==> src/rtl/mdu_sequencer_pkg.sv <==
// rtl/mdu_sequencer_pkg.sv - shared constants, state encoding and helpers for the RV32M multiply/divide sequencer
package mdu_sequencer_pkg;

    localparam int XLEN  = 32;
    localparam int CNT_W = $clog2(XLEN);

    localparam logic [6:0] MDU_FUNCT7 = 7'b0000001;

    localparam logic [2:0] F3_MUL    = 3'b000;
    localparam logic [2:0] F3_MULH   = 3'b001;
    localparam logic [2:0] F3_MULHSU = 3'b010;
    localparam logic [2:0] F3_MULHU  = 3'b011;
    localparam logic [2:0] F3_DIV    = 3'b100;
    localparam logic [2:0] F3_DIVU   = 3'b101;
    localparam logic [2:0] F3_REM    = 3'b110;
    localparam logic [2:0] F3_REMU   = 3'b111;

    typedef enum logic [1:0] {
        ST_IDLE  = 2'd0,
        ST_CALC  = 2'd1,
        ST_FIXUP = 2'd2,
        ST_DONE  = 2'd3
    } mdu_state_e;

    // rs1 is treated as signed for MUL, MULH, MULHSU, DIV and REM
    function automatic logic a_is_signed(input logic [2:0] f3);
        return (f3 == F3_MUL) || (f3 == F3_MULH) || (f3 == F3_MULHSU) ||
               (f3 == F3_DIV) || (f3 == F3_REM);
    endfunction

    // rs2 is treated as signed for MUL, MULH, DIV and REM
    function automatic logic b_is_signed(input logic [2:0] f3);
        return (f3 == F3_MUL) || (f3 == F3_MULH) || (f3 == F3_DIV) || (f3 == F3_REM);
    endfunction

    // Magnitude of a value; 32'h8000_0000 stays 32'h8000_0000 read as unsigned
    function automatic logic [XLEN-1:0] magnitude(input logic [XLEN-1:0] v, input logic is_signed);
        return (is_signed && v[XLEN-1]) ? (~v + 1'b1) : v;
    endfunction

endpackage

==> src/rtl/mdu_sequencer_step.sv <==
// rtl/mdu_sequencer_step.sv - one combinational radix-2 iteration (shift-add multiply / restoring divide)
module mdu_sequencer_step
    import mdu_sequencer_pkg::*;
(
    input  logic            is_div,
    input  logic [XLEN-1:0] acc_in,
    input  logic [XLEN-1:0] opr_in,
    input  logic [XLEN-1:0] mag_in,
    output logic [XLEN-1:0] acc_out,
    output logic [XLEN-1:0] opr_out
);

    logic [XLEN:0] sum;
    logic [XLEN:0] shifted;
    logic [XLEN:0] diff;

    // Multiply: acc:opr is the running product, opr shifts out multiplier bits.
    // Divide: acc is the partial remainder, opr shifts dividend bits out and quotient bits in.
    always_comb begin
        sum     = {1'b0, acc_in} + (opr_in[0] ? {1'b0, mag_in} : {(XLEN+1){1'b0}});
        shifted = {acc_in, opr_in[XLEN-1]};
        diff    = shifted - {1'b0, mag_in};
        acc_out = sum[XLEN:1];
        opr_out = {sum[0], opr_in[XLEN-1:1]};
        if (is_div) begin
            if (!diff[XLEN]) begin
                acc_out = diff[XLEN-1:0];
                opr_out = {opr_in[XLEN-2:0], 1'b1};
            end else begin
                acc_out = shifted[XLEN-1:0];
                opr_out = {opr_in[XLEN-2:0], 1'b0};
            end
        end
    end

endmodule

==> src/rtl/mdu_sequencer.sv <==
// rtl/mdu_sequencer.sv - multi-cycle RV32M multiply/divide controller with pipeline stall (optional MDU_EARLY_OUT_EN)
module mdu_sequencer
    import mdu_sequencer_pkg::*;
(
    input  logic            clk,
    input  logic            rst_n,
    input  logic            start,
    input  logic [2:0]      funct3,
    input  logic [XLEN-1:0] op_a,
    input  logic [XLEN-1:0] op_b,
    input  logic            flush,
    output logic            busy,
    output logic            done,
    output logic [XLEN-1:0] result,
    output logic            stall
);

    mdu_state_e      state;
    logic [CNT_W-1:0] cnt;
    logic [XLEN-1:0] acc;
    logic [XLEN-1:0] opr;
    logic [XLEN-1:0] mag;
    logic [XLEN-1:0] a_save;
    logic [2:0]      f3_q;
    logic            sa;
    logic            sb;
    logic            a_zero;
    logic            b_zero;

    logic            accept;
    logic [XLEN-1:0] acc_nx;
    logic [XLEN-1:0] opr_nx;
    logic [XLEN-1:0] abs_a;
    logic [XLEN-1:0] abs_b;

    logic [2*XLEN-1:0] prod;
    logic [XLEN-1:0]   quo;
    logic [XLEN-1:0]   rem;
    logic [XLEN-1:0]   fix_res;

    assign accept = start && (state == ST_IDLE) && !flush;
    assign stall  = accept || busy;
    assign abs_a  = magnitude(op_a, a_is_signed(funct3));
    assign abs_b  = magnitude(op_b, b_is_signed(funct3));

`ifdef MDU_EARLY_OUT_EN
    logic early_skip;
    assign early_skip = funct3[2] ? (op_b == '0) : ((op_a == '0) || (op_b == '0));
`endif

    mdu_sequencer_step u_step (
        .is_div  (f3_q[2]),
        .acc_in  (acc),
        .opr_in  (opr),
        .mag_in  (mag),
        .acc_out (acc_nx),
        .opr_out (opr_nx)
    );

    // Sign correction and result selection applied in FIXUP
    always_comb begin
        prod    = {acc, opr};
        if (sa ^ sb) begin
            prod = ~prod + 1'b1;
        end
        quo     = (sa ^ sb) ? (~opr + 1'b1) : opr;
        rem     = sa ? (~acc + 1'b1) : acc;
        fix_res = '0;
        if (!f3_q[2]) begin
            if (a_zero || b_zero) begin
                fix_res = '0;
            end else if (f3_q == F3_MUL) begin
                fix_res = prod[XLEN-1:0];
            end else begin
                fix_res = prod[2*XLEN-1:XLEN];
            end
        end else if (b_zero) begin
            // Divide by zero: quotient all ones, remainder is the original dividend
            fix_res = f3_q[1] ? a_save : '1;
        end else begin
            fix_res = f3_q[1] ? rem : quo;
        end
    end

    // Control FSM: accept, iterate, fix up, present result for one cycle
    always_ff @(posedge clk) begin
        if (!rst_n) begin
            state  <= ST_IDLE;
            cnt    <= '0;
            acc    <= '0;
            opr    <= '0;
            mag    <= '0;
            a_save <= '0;
            f3_q   <= '0;
            sa     <= 1'b0;
            sb     <= 1'b0;
            a_zero <= 1'b0;
            b_zero <= 1'b0;
            busy   <= 1'b0;
            done   <= 1'b0;
            result <= '0;
        end else begin
            done <= 1'b0;
            case (state)
                ST_IDLE: begin
                    if (accept) begin
                        f3_q   <= funct3;
                        sa     <= a_is_signed(funct3) && op_a[XLEN-1];
                        sb     <= b_is_signed(funct3) && op_b[XLEN-1];
                        a_zero <= (op_a == '0);
                        b_zero <= (op_b == '0);
                        a_save <= op_a;
                        acc    <= '0;
                        cnt    <= '0;
                        busy   <= 1'b1;
                        if (funct3[2]) begin
                            opr <= abs_a;
                            mag <= abs_b;
                        end else begin
                            opr <= abs_b;
                            mag <= abs_a;
                        end
`ifdef MDU_EARLY_OUT_EN
                        state <= early_skip ? ST_FIXUP : ST_CALC;
`else
                        state <= ST_CALC;
`endif
                    end
                end
                ST_CALC: begin
                    if (flush) begin
                        state <= ST_IDLE;
                        busy  <= 1'b0;
                        cnt   <= '0;
                    end else begin
                        acc <= acc_nx;
                        opr <= opr_nx;
                        if (cnt == CNT_W'(XLEN - 1)) begin
                            cnt   <= '0;
                            state <= ST_FIXUP;
                        end else begin
                            cnt <= cnt + 1'b1;
                        end
                    end
                end
                ST_FIXUP: begin
                    state <= ST_IDLE;
                    busy  <= 1'b0;
                    if (!flush) begin
                        result <= fix_res;
                        done   <= 1'b1;
                        state  <= ST_DONE;
                    end
                end
                default: begin
                    state <= ST_IDLE;
                end
            endcase
        end
    end

endmodule

==> config.mk <==
export PLATFORM = sky130hd
export DESIGN_NAME = mdu_sequencer
export DESIGN_NICKNAME = d
export VERILOG_FILES = /design/src/rtl/mdu_sequencer_pkg.sv /design/src/rtl/mdu_sequencer_step.sv /design/src/rtl/mdu_sequencer.sv
export SDC_FILE = /design/constraint.sdc
export NUM_CORES = 1
export LEC_CHECK = 0
export ABC_AREA = 1
export CELL_PAD_IN_SITES_DETAIL_PLACEMENT = 1
export CELL_PAD_IN_SITES_GLOBAL_PLACEMENT = 2
export CORE_MARGIN = 4
export CORE_UTILIZATION = 32
export DETAILED_ROUTE_END_ITERATION = 8
export PLACE_DENSITY = 0.88
export SLEW_MARGIN = 25
export SYNTH_ARGS = -nofsm -noshare
export SYNTH_HDL_FRONTEND = slang
export SYNTH_SLANG_ARGS = --single-unit
==> constraint.sdc <==
create_clock -name clk -period 3.4 [get_ports clk]
set_clock_uncertainty 0.15 [all_clocks]
set_input_delay 0.85 -clock clk [delete_from_list [all_inputs] [get_ports clk]]
set_output_delay 0.85 -clock clk [all_outputs]
set_load 0.05 [all_outputs]
# Word level (Yosys, flattened, before mapping)
# Index checks and enable logic that the tools add are counted.
[word_totals] register_bits=176 in_bits=71 output_inout_bits=35 wordCells=104
[op_classes] n_addsub=8 n_eq_ne=11 mux=37 bitwise_logic=7 n_reduce_logical=27
[op_table] op="32-bit 2-to-1 mux" count=20
[op_table] op="32-bit by 1-bit adder with 32-bit output, second input constant" count=4
[op_table] op="32-bit NOT" count=4
[op_table] op="32-bit one-hot mux with 2 select lines" count=2
[op_table] op="64-bit by 1-bit adder with 64-bit output, second input constant" count=1
[op_table] op="32-bit logical NOT" count=2
[op_table] op="64-bit 2-to-1 mux" count=1
[op_table] op="64-bit NOT" count=1
[op_table] op="32-bit by 33-bit adder with 33-bit output" count=1
[op_table] op="33-bit by 32-bit subtractor with 33-bit output" count=1
[op_table] op="5-bit 2-to-1 mux" count=3
[op_table] op="5-bit one-hot mux with 2 select lines" count=1
[op_table] op="2-bit AND reduction" count=5
[op_table] op="1-bit logical OR" count=8
[op_table] op="2-bit 2-to-1 mux" count=4
[op_table] op="3-bit equality test, second input constant" count=2
[op_table] op="3-bit logical NOT" count=2
[op_table] op="2-bit != test, second input constant" count=3
[op_table] op="2-bit one-hot mux with 3 select lines" count=1
[op_table] op="3-bit AND reduction" count=2
[op_table] op="5-bit by 1-bit adder with 5-bit output, second input constant" count=1
[op_table] op="5-bit equality test, second input constant" count=1
[op_table] op="1-bit logical AND" count=4
[op_table] op="1-bit 2-to-1 mux" count=4
[op_table] op="other kinds (12)" count=12

# Logic depth before layout (Yosys ltp)
[depth] ltp_word=10 ltp_mapped=20

# Hierarchy
# From an unflattened synthesis, not the netlist that was laid out.
[unflattened] cells_unflattened=3577 area_unflattened_um2=19652.6
[modules_own_cells] mod="mdu_sequencer" n_inst=1 cells_each=2262 area_each_um2=13266.5 seq_area_each_um2=3523.4
[modules_own_cells] mod="mdu_sequencer_step" n_inst=1 cells_each=1315 area_each_um2=6386.1 seq_area_each_um2=0.0

# Worst setup path after synthesis
# Ideal clock, no wire load.
[synth_path] path_kind="in2out" startpoint="in flush" endpoint="out stall" t_arrival_ps=1634 required_time_ps=2400 setup_slack_ps=766 path_stages=4 n_path_buf=1 path_cell_list="inv_2 nand3_2 clkbuf_1 nand2_1"
[synth_between] elab_chain_cells=3
[synth_lines] item="start: declaration" line="mdu_sequencer.sv:11" source="input logic flush,"
[synth_lines] item="1-bit logical NOT"
[synth_lines] item="1-bit logical AND" line="mdu_sequencer.sv:41" source="assign accept = start && (state == ST_IDLE) && !flush;"
[synth_lines] item="1-bit logical OR" line="mdu_sequencer.sv:42" source="assign stall = accept || busy;"
[synth_lines] item="end: declaration" line="mdu_sequencer.sv:15" source="output logic stall"
# Every way passes these cells.

# Final worst setup path
[layout_path] startpoint="reg opr[31]" endpoint="reg acc[14]"
[layout_between] elab_chain_cells=5
[layout_lines] item="start: declaration" line="mdu_sequencer.sv:21" source="logic [XLEN-1:0] opr;"
[layout_lines] item="start signal: assignment" line="mdu_sequencer.sv:117" source="opr <= abs_a;"
[layout_lines] item="start signal: assignment" line="mdu_sequencer.sv:120" source="opr <= abs_b;"
[layout_lines] item="start signal: assignment" line="mdu_sequencer.sv:137" source="opr <= opr_nx;"
[layout_lines] item="33-bit by 32-bit subtractor with 33-bit output" line="mdu_sequencer_step.sv:22" source="diff = shifted - {1'b0, mag_in};"
[layout_lines] item="32-bit 2-to-1 mux" line="mdu_sequencer_step.sv:26" source="if (!diff[XLEN]) begin"
[layout_lines] item="32-bit 2-to-1 mux" line="mdu_sequencer_step.sv:25" source="if (is_div) begin"
[layout_lines] item="32-bit 2-to-1 mux" line="mdu_sequencer.sv:131" source="if (flush) begin"
[layout_lines] item="32-bit one-hot mux with 2 select lines" line="mdu_sequencer.sv:104" source="case (state)"
[layout_lines] item="end signal: assignment" line="mdu_sequencer.sv:136" source="acc <= acc_nx;"
[layout_lines] item="end: declaration" line="mdu_sequencer.sv:20" source="logic [XLEN-1:0] acc;"
# Every way passes these cells. The select of a mux whose other input is x is not followed.
# A chain may end at the register's enable or synchronous reset.

==> flow_summary.json <==
{
  "run_status": "complete, no violations",
  "track_usage_pct": 31.0,
  "cp_slowest_cell": "fa_1",
  "nets": 3714,
  "route.met2.wl_um": 44000,
  "highest_layer": "met4",
  "fin_setup_tns_ns": 0,
  "cts_sinks": 176,
  "areaGrowthSynthToFinish_pct": 17.4,
  "grt_pass1_vias": 23200,
  "port_buffers": 105,
  "cts-root-buf": "clkbuf_16",
  "crit_family": "simple AND/OR/NAND/NOR gates",
  "dieArea_um2": 63200,
  "p_per_area_nw_per_um2": 570,
  "dp.cells": 4313,
  "dieWidth_um": 251,
  "final-seq-area_um2": 3530,
  "fin_cells": 4346,
  "setup.worst_path.start_class": "flip-flop",
  "crit_fanout": 27,
  "clock_power_share_pct": 16.9,
  "synth.avg_cell_area_um2": 5.53,
  "finalCritPeriodShare_pct": 94.1,
  "finalSetupViolCount": 0,
  "rr_startpoint": "opr[31]$_SDFFE_PN0P_",
  "hold_path.startpoint": "busy$_SDFFE_PN0P_",
  "num_vias": 23800,
  "drv_cap": 0,
  "crit_start": "opr[31]$_SDFFE_PN0P_",
  "syn_nets": 3577,
  "io_pins": 106,
  "post_cts_resized": 0,
  "core_area_um2": 58100,
  "p_switching_uw": 7030,
  "multiInputGateArea_um2": 13000,
  "intPower_uw": 5660,
  "drtIter0Drc": 2209,
  "fillers": 8076,
  "wl_per_cell_um": 23.2,
  "finalHoldViolCount": 0,
  "wirelength_um": 101000,
  "max_freq_mhz": 313,
  "ys_ff_latch": 176,
  "h-tree-depth": 4,
  "drive_gt1_share_pct": 8.18,
  "cp_cell_sequence": "inv_1 > ha_1 > fa_1 > inv_1 > nand2_1 > nand2_1 > nand3_1 > nand2_2 > nand2_2 > nand2_4 > nand2_2 > nand2_2 > nand2_1 > nand2_2 > buf_12 > buf_4 > nand2_1 > nand3_1 > nand3_1 > a21oi_1",
  "seq_power_share_pct": 21.5,
  "grt_max_degree": 65,
  "antenna_found_initial": 2,
  "p_leak_uw": 0.0111,
  "gp_congestion": 1.05,
  "dr_wl_met3_um": 7270,
  "drcViolationCount": 0,
  "via_per_inst": 5.47,
  "firstDrtPassIters": 5,
  "synth.top_cell.area_share_pct": 19.2,
  "hold_path.class": "flip-flop to flip-flop",
  "maxSlewHeadroom_pct": 25.9,
  "cts_tree": "yes",
  "cp_data_required_time_ns": 3.69,
  "cts_hold_buffers": 0,
  "cts.clk_slew.worst_paths_ns": 0.08,
  "synthCells": 3430,
  "wl_met1_um": 44300,
  "netSwitchingFraction_pct": 55.4,
  "synth_cell_type_count": 60,
  "maxSlewViolCount": 0,
  "critPathBufInv": 4,
  "layout_min_cycle_time_ns": 3.20,
  "antenna_left": 0,
  "max-clock-path-buffers": 2,
  "ir_worst_vdd_mv": 0.407,
  "die_h_um": 251,
  "layout_setup_ws_ns": 0.201,
  "initial_utilization_pct": 32.6,
  "endpoint_kind": "flip-flop",
  "numCtsBuffers": 17,
  "post-place-ws_ns": 0.0519,
  "clkLatencyLatePin_ns": 0.51,
  "async_reset_ff_share_pct": 0,
  "synth_area_leader_cell": "nand2_1",
  "synth_edf_count": 0,
  "syn_area_um2": 19000,
  "ys.flop_type": "dfxtp_1",
  "post_cts.repair.setup_buffers": 0,
  "grt_setup_unrepaired": "false",
  "num_rows": 88,
  "crit_type": "flip-flop to flip-flop",
  "worstMarginPinSlew_ns": 1.11,
  "grt_pass1_wl_um": 149000,
  "grt.overflow.total": 0,
  "synth_warnings": 0,
  "cpMostUsedCell": "nand2_2",
  "synth.top_cells.by_area": "nand2_1 19%, dfxtp_1 19%, inv_1 9.4%, nand3_1 9.3%, a21oi_1 6.8%",
  "pwr-share-comb_pct": 61.6,
  "arrival_ns": 3.49,
  "slowest_delay_ns": 0.45,
  "ys_seq_area_share_pct": 18.6,
  "dpl.hpwl_um": 83100
}
-- sequential cells by signal, indices dropped and copies added, names as in the netlist --
signal  cells
a_zero      1
opr        32
done        1
state       2
result     32
busy        1
b_zero      1
a_save     32
f3_q        3
sb          1
sa          1
cnt         5
mag        32
acc        32
-- tightest hold or removal path, cell delays in order (launching register included) --
cell and delay, ns:
dfxtp_1 0.31, inv_1 0.07, a21oi_1 0.06
-- metal layers --
| metal | vias up | global-route usage, % |
|---|---|---|
| li1 | 11300 | - |
| met1 | 11300 | 42.1 |
| met2 | 956 | 48.8 |
| met3 | 188 | 4.57 |
| met4 | 0 | 13.7 |
| met5 | - | 0 |
-- cell usage after synthesis, types with 21 or more instances --
| master | n |
|---|---|
| xor2_1 | 76 |
| dfxtp_1 | 176 |
| nor3_1 | 34 |
| nor2_1 | 326 |
| nand4_1 | 28 |
| o211ai_1 | 43 |
| nand3_1 | 354 |
| o21ai_0 | 254 |
| ha_1 | 74 |
| a21oi_1 | 256 |
| nand2_1 | 968 |
| inv_1 | 475 |
| a31oi_1 | 21 |
| buf_2 | 23 |
| clkbuf_1 | 92 |
| nand2_2 | 26 |
-- per-stage QoR --
step | cell area [um2] | total power, uW | hold WS [ns] | utilization [%]
after floorplan | 19000 | 7390 | 0.280 | -
after global placement | 21700 | 10300 | 0.298 | 37.2
after detailed placement | 21700 | 10400 | 0.316 | 37.2
after CTS | 22300 | 12500 | 0.329 | 38.3
after global routing | 22300 | 13400 | 0.341 | 38.3
final | 22300 | 12700 | 0.327 | 38.3
-- cells in the final DEF, fill, tap and decap left out, drive strengths merged, types with 2 or more instances in the layout --
master           n
xnor2           15
ha              74
a21o             6
o22ai            4
a211oi           2
nand3          360
or2             21
clkinv          11
clkdlybuf4s50  103
a22oi            9
buf            155
nor2           343
o21a             2
and2             2
fa               2
o21ai          274
nor3            38
o221ai           5
clkbuf          17
nand3b          11
and3             2
xor2            76
o21bai          11
nor4             5
dfxtp          176
o211ai          43
nand4           30
a21oi          259
nand2          996
a31oi           22
inv            499
-- power groups by stage --
stage | clock, uW | combinational [uW] | sequential, uW
finish | 2150 | 7820 | 2720
global route | 2250 | 8440 | 2740
CTS | 2170 | 7670 | 2700
detailed placement | 0 | 7620 | 2740
global placement | 0 | 7570 | 2740
floorplan | 0 | 4710 | 2680
-- cell type report --
type / instances / share of cell area [%]
antenna: 1 / 0.0112
sequential: 176 / 15.8
inverter: 495 / 8.35
tap: 765 / 4.30
clock inverter: 15 / 0.826
clock buffer: 17 / 1.91
timing repair buffer: 258 / 10.4
multi-input combinational: 2619 / 58.3
-- logic make-up (layout without fill, tap and decap cells) --
family / Yosys count / in the layout / share of synthesized area, %
simple gates: 1811 / 1811 / 40.6
flops: 176 / 176 / 18.6
compound gates: 641 / 641 / 18.4
other cells: 0 / 1 / 0
xor+xnor: 91 / 91 / 4.20
buf+inv: 635 / 785 / 13.1
fa+ha+maj: 76 / 76 / 5.09
-- worst paths after layout --
path | end | slack (ns) | depth (start not counted)
worst max-delay path | acc[14]$_SDFFE_PN0P_ | 0.20 | 20
worst min-delay path | busy$_SDFFE_PN0P_ | 0.33 | 2
worst max register to register | acc[14]$_SDFFE_PN0P_ | 0.20 | 20
worst min register to register | busy$_SDFFE_PN0P_ | 0.33 | 2
Power figures use the tool's default switching activity.
